[src/rtl/motion_pkg.sv]
// motion_pkg: shared types, FSM states and keycode constants for motion_scheduler
package motion_pkg;
  typedef logic [9:0] coord_t;
  typedef logic signed [9:0] vel_t;
  typedef enum logic [2:0] {IDLE, LATCH, READ, WRITE, DONE} state_t;
  localparam logic [7:0] KEY_W = 8'h1A;
  localparam logic [7:0] KEY_A = 8'h04;
  localparam logic [7:0] KEY_S = 8'h16;
  localparam logic [7:0] KEY_D = 8'h07;
endpackage

[src/rtl/motion_axis_step.sv]
// motion_axis_step: one-axis add/clamp with edge-hit flag
// Ports: pos (unsigned coord), vel (two's complement), lo/hi (legal centre range),
//        new_pos (clamped result), hit (result was clamped at lo or hi)
module motion_axis_step
  import motion_pkg::*;
(
  input  logic [9:0] pos,
  input  logic [9:0] vel,
  input  logic [9:0] lo,
  input  logic [9:0] hi,
  output logic [9:0] new_pos,
  output logic       hit
);
  logic signed [10:0] sum;
  logic lo_hit, hi_hit;
  assign sum = $signed({1'b0, pos}) + $signed({vel[9], vel});
  assign lo_hit = sum < $signed({1'b0, lo});
  assign hi_hit = sum > $signed({1'b0, hi});
  assign new_pos = lo_hit ? lo : hi_hit ? hi : coord_t'(sum[9:0]);
  assign hit = lo_hit | hi_hit;
endmodule

[src/rtl/motion_scheduler.sv]
// motion_scheduler: per-frame sprite motion engine, one sprite every two clocks
// Ports: Clk/Reset_n (async active-low), frame_tick (per-vsync pulse), keycode (player key),
//        cfg_valid/cfg_ready/cfg_idx/cfg_x/cfg_y/cfg_vx/cfg_vy (sprite config write),
//        pos_x/pos_y (packed positions, sprite i at [10i+9:10i]), busy, done, overrun (sticky).
// Build option: MOTION_SCHED_BOUNCE_EN makes non-player sprites reflect off edges
//               instead of stopping on that axis.
module motion_scheduler
  import motion_pkg::*;
#(
  parameter int N_SPRITES = 4,
  parameter int X_MAX     = 639,
  parameter int Y_MAX     = 479,
  parameter int SIZE      = 4,
  parameter int STEP      = 2,
  parameter int X_CENTER  = 320,
  parameter int Y_CENTER  = 240
) (
  input  logic                   Clk,
  input  logic                   Reset_n,
  input  logic                   frame_tick,
  input  logic [7:0]             keycode,
  input  logic                   cfg_valid,
  output logic                   cfg_ready,
  input  logic [3:0]             cfg_idx,
  input  logic [9:0]             cfg_x,
  input  logic [9:0]             cfg_y,
  input  logic [9:0]             cfg_vx,
  input  logic [9:0]             cfg_vy,
  output logic [10*N_SPRITES-1:0] pos_x,
  output logic [10*N_SPRITES-1:0] pos_y,
  output logic                   busy,
  output logic                   done,
  output logic                   overrun
);
  localparam logic [3:0] LAST = 4'(N_SPRITES - 1);
  localparam coord_t X_LO = 10'(SIZE);
  localparam coord_t X_HI = 10'(X_MAX - SIZE);
  localparam coord_t Y_LO = 10'(SIZE);
  localparam coord_t Y_HI = 10'(Y_MAX - SIZE);
  localparam vel_t STEP_V = 10'(STEP);
  state_t state, state_nx;
  logic [3:0] idx;
  // Sized to the full 4-bit index space so idx/cfg_idx index cleanly; entries >= N_SPRITES stay idle.
  coord_t px [16];
  coord_t py [16];
  vel_t   vx [16];
  vel_t   vy [16];
  coord_t op_px, op_py, nx, ny;
  vel_t   op_vx, op_vy, nvx, nvy, kvx, kvy;
  logic   hx, hy;
  motion_axis_step u_x (.pos(op_px), .vel(op_vx), .lo(X_LO), .hi(X_HI), .new_pos(nx), .hit(hx));
  motion_axis_step u_y (.pos(op_py), .vel(op_vy), .lo(Y_LO), .hi(Y_HI), .new_pos(ny), .hit(hy));
  always_ff @(posedge Clk or negedge Reset_n)
    if (!Reset_n) state <= IDLE;
    else          state <= state_nx;
  always_comb begin
    busy      = state != IDLE;
    done      = state == DONE;
    cfg_ready = state == IDLE && !frame_tick;
    state_nx  = state == IDLE  ? (frame_tick ? LATCH : IDLE) :
                state == LATCH ? READ :
                state == READ  ? WRITE :
                state == WRITE ? (idx == LAST ? DONE : READ) : IDLE;
  end
  always_comb begin
    kvx = keycode == KEY_A ? -STEP_V : keycode == KEY_D ? STEP_V : '0;
    kvy = keycode == KEY_W ? -STEP_V : keycode == KEY_S ? STEP_V : '0;
  end
`ifdef MOTION_SCHED_BOUNCE_EN
  assign nvx = hx ? -op_vx : op_vx;
  assign nvy = hy ? -op_vy : op_vy;
`else
  assign nvx = hx ? '0 : op_vx;
  assign nvy = hy ? '0 : op_vy;
`endif
  always_ff @(posedge Clk or negedge Reset_n) begin
    if (!Reset_n) begin
      for (int i = 0; i < 16; i++) begin
        px[i] <= 10'(X_CENTER);
        py[i] <= 10'(Y_CENTER);
        vx[i] <= '0;
        vy[i] <= '0;
      end
      op_px   <= '0;
      op_py   <= '0;
      op_vx   <= '0;
      op_vy   <= '0;
      idx     <= '0;
      overrun <= 1'b0;
    end else begin
      if (frame_tick && busy) overrun <= 1'b1;
      if (cfg_valid && cfg_ready && cfg_idx <= LAST) begin
        px[cfg_idx] <= cfg_x;
        py[cfg_idx] <= cfg_y;
        vx[cfg_idx] <= cfg_vx;
        vy[cfg_idx] <= cfg_vy;
      end
      if (state == LATCH) begin
        vx[0] <= kvx;
        vy[0] <= kvy;
        idx   <= '0;
      end
      if (state == READ) begin
        op_px <= px[idx];
        op_py <= py[idx];
        op_vx <= vx[idx];
        op_vy <= vy[idx];
      end
      if (state == WRITE) begin
        px[idx] <= nx;
        py[idx] <= ny;
        // The player keeps its key-derived velocity; only other sprites react to edges.
        if (idx != 4'd0) begin
          vx[idx] <= nvx;
          vy[idx] <= nvy;
        end
        idx <= idx == LAST ? 4'd0 : idx + 4'd1;
      end
    end
  end
  for (genvar g = 0; g < N_SPRITES; g++) begin : g_pack
    assign pos_x[10*g +: 10] = px[g];
    assign pos_y[10*g +: 10] = py[g];
  end
endmodule

[config.mk]
export PLATFORM = sky130hd
export DESIGN_NAME = motion_scheduler
export DESIGN_NICKNAME = d
export VERILOG_FILES = /design/src/rtl/motion_pkg.sv /design/src/rtl/motion_axis_step.sv /design/src/rtl/motion_scheduler.sv
export SDC_FILE = /design/constraint.sdc
export NUM_CORES = 1
export LEC_CHECK = 0
export ABC_CLOCK_PERIOD_IN_PS = 3200
export CORE_ASPECT_RATIO = 1.2
export CORE_MARGIN = 4
export CORE_UTILIZATION = 28
export CTS_CLUSTER_DIAMETER = 30
export CTS_CLUSTER_SIZE = 16
export DETAILED_ROUTE_END_ITERATION = 12
export HOLD_SLACK_MARGIN = 0.15
export PLACE_DENSITY = 0.44
export SLEW_MARGIN = 20
export SYNTH_ARGS = -nofsm -noshare
export SYNTH_HDL_FRONTEND = slang
export SYNTH_SLANG_ARGS = --single-unit
[constraint.sdc]
create_clock -name Clk -period 3.2 [get_ports Clk]
set_input_delay 0.48 -clock Clk [delete_from_list [all_inputs] [get_ports Clk]]
set_output_delay 0.48 -clock Clk [all_outputs]
set_load 0.01 [all_outputs]
==> metrics.md <==
| Metric | Value |
|---|---|
| Setup crit end kind | register |
| Initial Utilization | 28.2% |
| Detailed placer's ending HPWL | 68700 um |
| Buffers & Inverters on Critical Path | 3 |
| FF+latch count, synth | 688 |
| Synth Cell Area | 34200 um^2 |
| Vias post-DR | 23800 |
| Reg area | 17400 um^2 |
| Final routed wire length divided by cell count | 21.8 um |
| Aggregate global routing overflow | 0 |
| Result of the run | completed |
| Placer congestion estimate | 0.778 |
| Final hold vios | 0 |
| Finished Cell Area | 44500 um^2 |
| Post-route setup slack | 0.0841 ns |
| Main area contributors after synthesis | sky130_fd_sc_hd__dfrtp_1 43%, sky130_fd_sc_hd__mux4_2 13%, sky130_fd_sc_hd__dfstp_2 7.4% |
| Internal portion of total power | 31.2 mW |
| Commonest register cell after synthesis | sky130_fd_sc_hd__dfrtp_1 |
| Buffer depth of the longest clock path | 3 |
| Initial antenna violation count | 5 |
| Worst-case clock skew | 0.0393 ns |
| Syn avg cell area | 11.3 um^2 |
| DRT Pass-1 Iters | 5 |
| Setup WS pre-CTS | -0.0866 ns |
| Number of filler cells placed in the layout | 11900 |
| Min cycle time layout | 3.12 ns |
| Y dimension of the die | 391 um |
| Clock network latency to the later pin of the worst-skew pair | 0.74 ns |
| Arr. time, crit path | 3.73 ns |
| Syn Inst Count | 3028 |
| Sinks on Clock Net | 688 |
| Ranking of synthesized cells by instance count | 592 x sky130_fd_sc_hd__dfrtp_1, 582 x sky130_fd_sc_hd__nand2_1, 389 x sky130_fd_sc_hd__o21ai_0, 200 x sky130_fd_sc_hd__mux4_2, 191 x sky130_fd_sc_hd__clkbuf_1 |
| Sequential-to-total area share from yosys stat | 50.7% |
| Combinational power share | 43.0% |
| Clock-pin slew on the worst setup and hold paths | 0.04 ns |
| CP Data Required Time | 3.81 ns |
| Antenna Cells | 0 |
| Pin count of the biggest net entering global routing | 107 |
| Most common cell in the synthesized netlist | sky130_fd_sc_hd__dfrtp_1 |
| Multi-input logic area | 15300 um^2 |
| DRC Markers | 0 |
| Unique masters post-synth | 78 |
| Antenna viol nets, final | 0 |
| Standard-cell rows | 140 |
| Placed inst area | 38000 um^2 |
| Worst slew slack as a fraction of its limit | 50.9% |
| Achievable frequency | 0.321 GHz |
| Leakage power | 18.8 nW |
| Net count of the finished layout | 3311 |
| EDFF count, synth | 0 |
| Proportion of register bits with asynchronous set or reset after synthesis | 100% |
| Root Buffer | sky130_fd_sc_hd__clkbuf_16 |
| Placeable core region | 121000 um^2 |
| Number of global-route vias before repair | 24800 |
| Per-cell via count in the routed design | 4.77 |
| Final period utilization | 97.4% |
| Setup CP Type | register to register |
| Share of the synthesized area in the top cell type | 43.3% |
| Library cell contributing the largest single delay on the critical path | sky130_fd_sc_hd__or4b_4 |
| Starting DRC count in detailed routing | 1634 |
| CTS HTree Levels | 4 |
| Sw Share | 37.0% |
| Total wirelength of the detailed-routed design | 109000 um |
| Die footprint | 128000 um^2 |
| Cell type with the highest occurrence count on the critical path | sky130_fd_sc_hd__buf_4 |
| Power share of the sequential group | 22.4% |
| Final Max Slew Viols | 0 |
| Cell family with the largest share of critical-path delay | compound AO/OA/AOI/OAI gates |
| First-pass GRT wire length | 166000 um |
| Max rail drop VDD | 0.000803 V |
| GRT Overall Usage | 17.2% |
| Post-synth top area cell | sky130_fd_sc_hd__dfrtp_1 |
| TritonCTS Buffers | 170 |
| Layout cell share with drive strength beyond 1 | 33.9% |
| Slew at the pin closest to its max-slew limit | 0.736 ns |
| Area Overhead vs Synth | 30.3% |
| Port-buffer cells | 139 |
| Number of top-level pins | 140 |
| Worst-path maximum fanout | 8 |
| Clock tree from TritonCTS | done |
| Post-Syn Nets | 3110 |
| Crit path launch type | register |
| P per Cell Area | 1110 nW/um^2 |
| Crit path cell chain | buf_4 -> ha_1 -> a21oi_1 -> o221ai_1 -> xnor2_1 -> or4b_4 -> buf_4 -> a311oi_2 -> o21a_2 -> clkbuf_16 -> o21ai_0 |
| Switch Pwr | 18.3 mW |
| Setup violations, final | 0 |
| Max_cap viols | 0 |
| Clock power share | 34.6% |
| Synthesis warning total | 0 |
| Path category of the worst min-delay check | input port to asynchronous set/reset pin |
| CP peak stage delay | 0.56 ns |
| Horizontal die dimension | 327 um |
[area by class of cell]
type,count,share of cell area (%)
flip-flops and latches,688,39.0
multi-input cells,1984,34.3
clock buffers,247,11.0
repair buffers,366,8.94
well taps,1633,4.59
clock inverters,67,2.08
inverters,19,0.160
[per-stage QoR]
step | instances | utilization, % | total power [mW] | TNS, ns | hold slack [ns]
after floorplan | 3028 | - | 22.6 | 0 | 0.184
after global placement | 4641 | 31.3 | 31.0 | -1.00 | 0.443
after detailed placement | 4641 | 31.3 | 31.0 | -1.51 | 0.452
after CTS | 4972 | 36.3 | 48.8 | -0.00394 | 0.243
after global routing | 5004 | 36.7 | 52.1 | -0.0626 | 0.271
final | 5004 | 36.7 | 49.5 | 0 | 0.269
[state kept, by name (all words and copies together) (netlist names), 40 cells and up]
signal,count
pos_x,40
pos_y,40
px,120
py,120
vx,160
vy,160
[per-layer routing]
layer  global-route usage (%)  routed length [um]  vias up
met5                        0                   0        -
met4                     4.59                1880        0
li1                         -                   -    11200
met3                     3.14                4840      142
met2                     28.0               52100      534
met1                     23.7               50400    12000
[kinds of logic (layout without fill, tap and decap cells)]
family                   Yosys count  in the layout  share of synthesized area [%]
multiplexers                     367            367                           18.6
XOR/XNOR                          14             14                          0.381
buffers and inverters            356            699                           5.52
flip-flops                       688            688                           50.7
AO/OA/AOI/OAI                    738            738                           13.2
adder cells (fa/ha/maj)           26             26                          0.996
AND/OR/NAND/NOR                  839            839                           10.6
[power groups by stage]
stage	Combinational (mW)	Sequential [mW]	Clock, mW
6_report	21.3	11.1	17.1
3_5_place_dp	19.8	11.2	0
2_1_floorplan	12.0	10.7	0
4_1_cts	20.2	11.1	17.4
3_3_place_gp	19.8	11.2	0
5_1_grt	22.9	11.3	17.9
[worst paths after layout]
check                                startpoint             endpoint  slack, ns  cells after the start
setup / recovery           op_vx[1]$_DFFE_PN0P_     px[92]$_DFF_PN0_       0.08                     11
hold / removal                          Reset_n      vy[1]$_DFF_PN0_       0.27                      2
setup reg to reg           op_vx[1]$_DFFE_PN0P_     px[92]$_DFF_PN0_       0.08                     11
hold reg to reg             overrun$_DFFE_PN0P_  overrun$_DFFE_PN0P_       0.46                      1
max in group asynchronous               Reset_n   pos_y[7]$_DFF_PN1_       1.86                      4
min in group Clk                       cfg_y[9]   pos_y[9]$_DFF_PN0_       0.40                      3
[placed cells by master, fill, tap and decap left out, drive strengths merged, types with 12 or more instances in the layout]
cell	n
nand2	582
and3	24
bufinv	14
clkbuf	250
mux2i	27
o22ai	12
mux2	140
o21ai	499
dfstp	96
nand4	15
o211ai	15
nor2	136
buf	223
inv	23
mux4	200
and2	34
ha	24
clkdlybuf4s50	138
dfrtp	592
a21oi	143
a211oi	12
clkinv	40
[what timing repair did]
action | 4_1_cts | 5_1_grt
setup buffers | 16 | 29
gates resized for setup | 6 | 36
hold buffers | 1 | 0
hold endpoints to repair | 108 | 0
gates cloned | 0 | 3
pin swaps | 9 | 22
setup endpoints to repair | 149 | 408
[worst register-to-register path: cells and delay by family (launching register included)]
family	cells	cell delay (ns)
compound gates	5	1.06
simple gates	1	0.56
buf+inv	3	0.53
flops	1	0.37
fa+ha+maj	1	0.29
xor+xnor	1	0.18
Power figures use the tool's default switching activity.
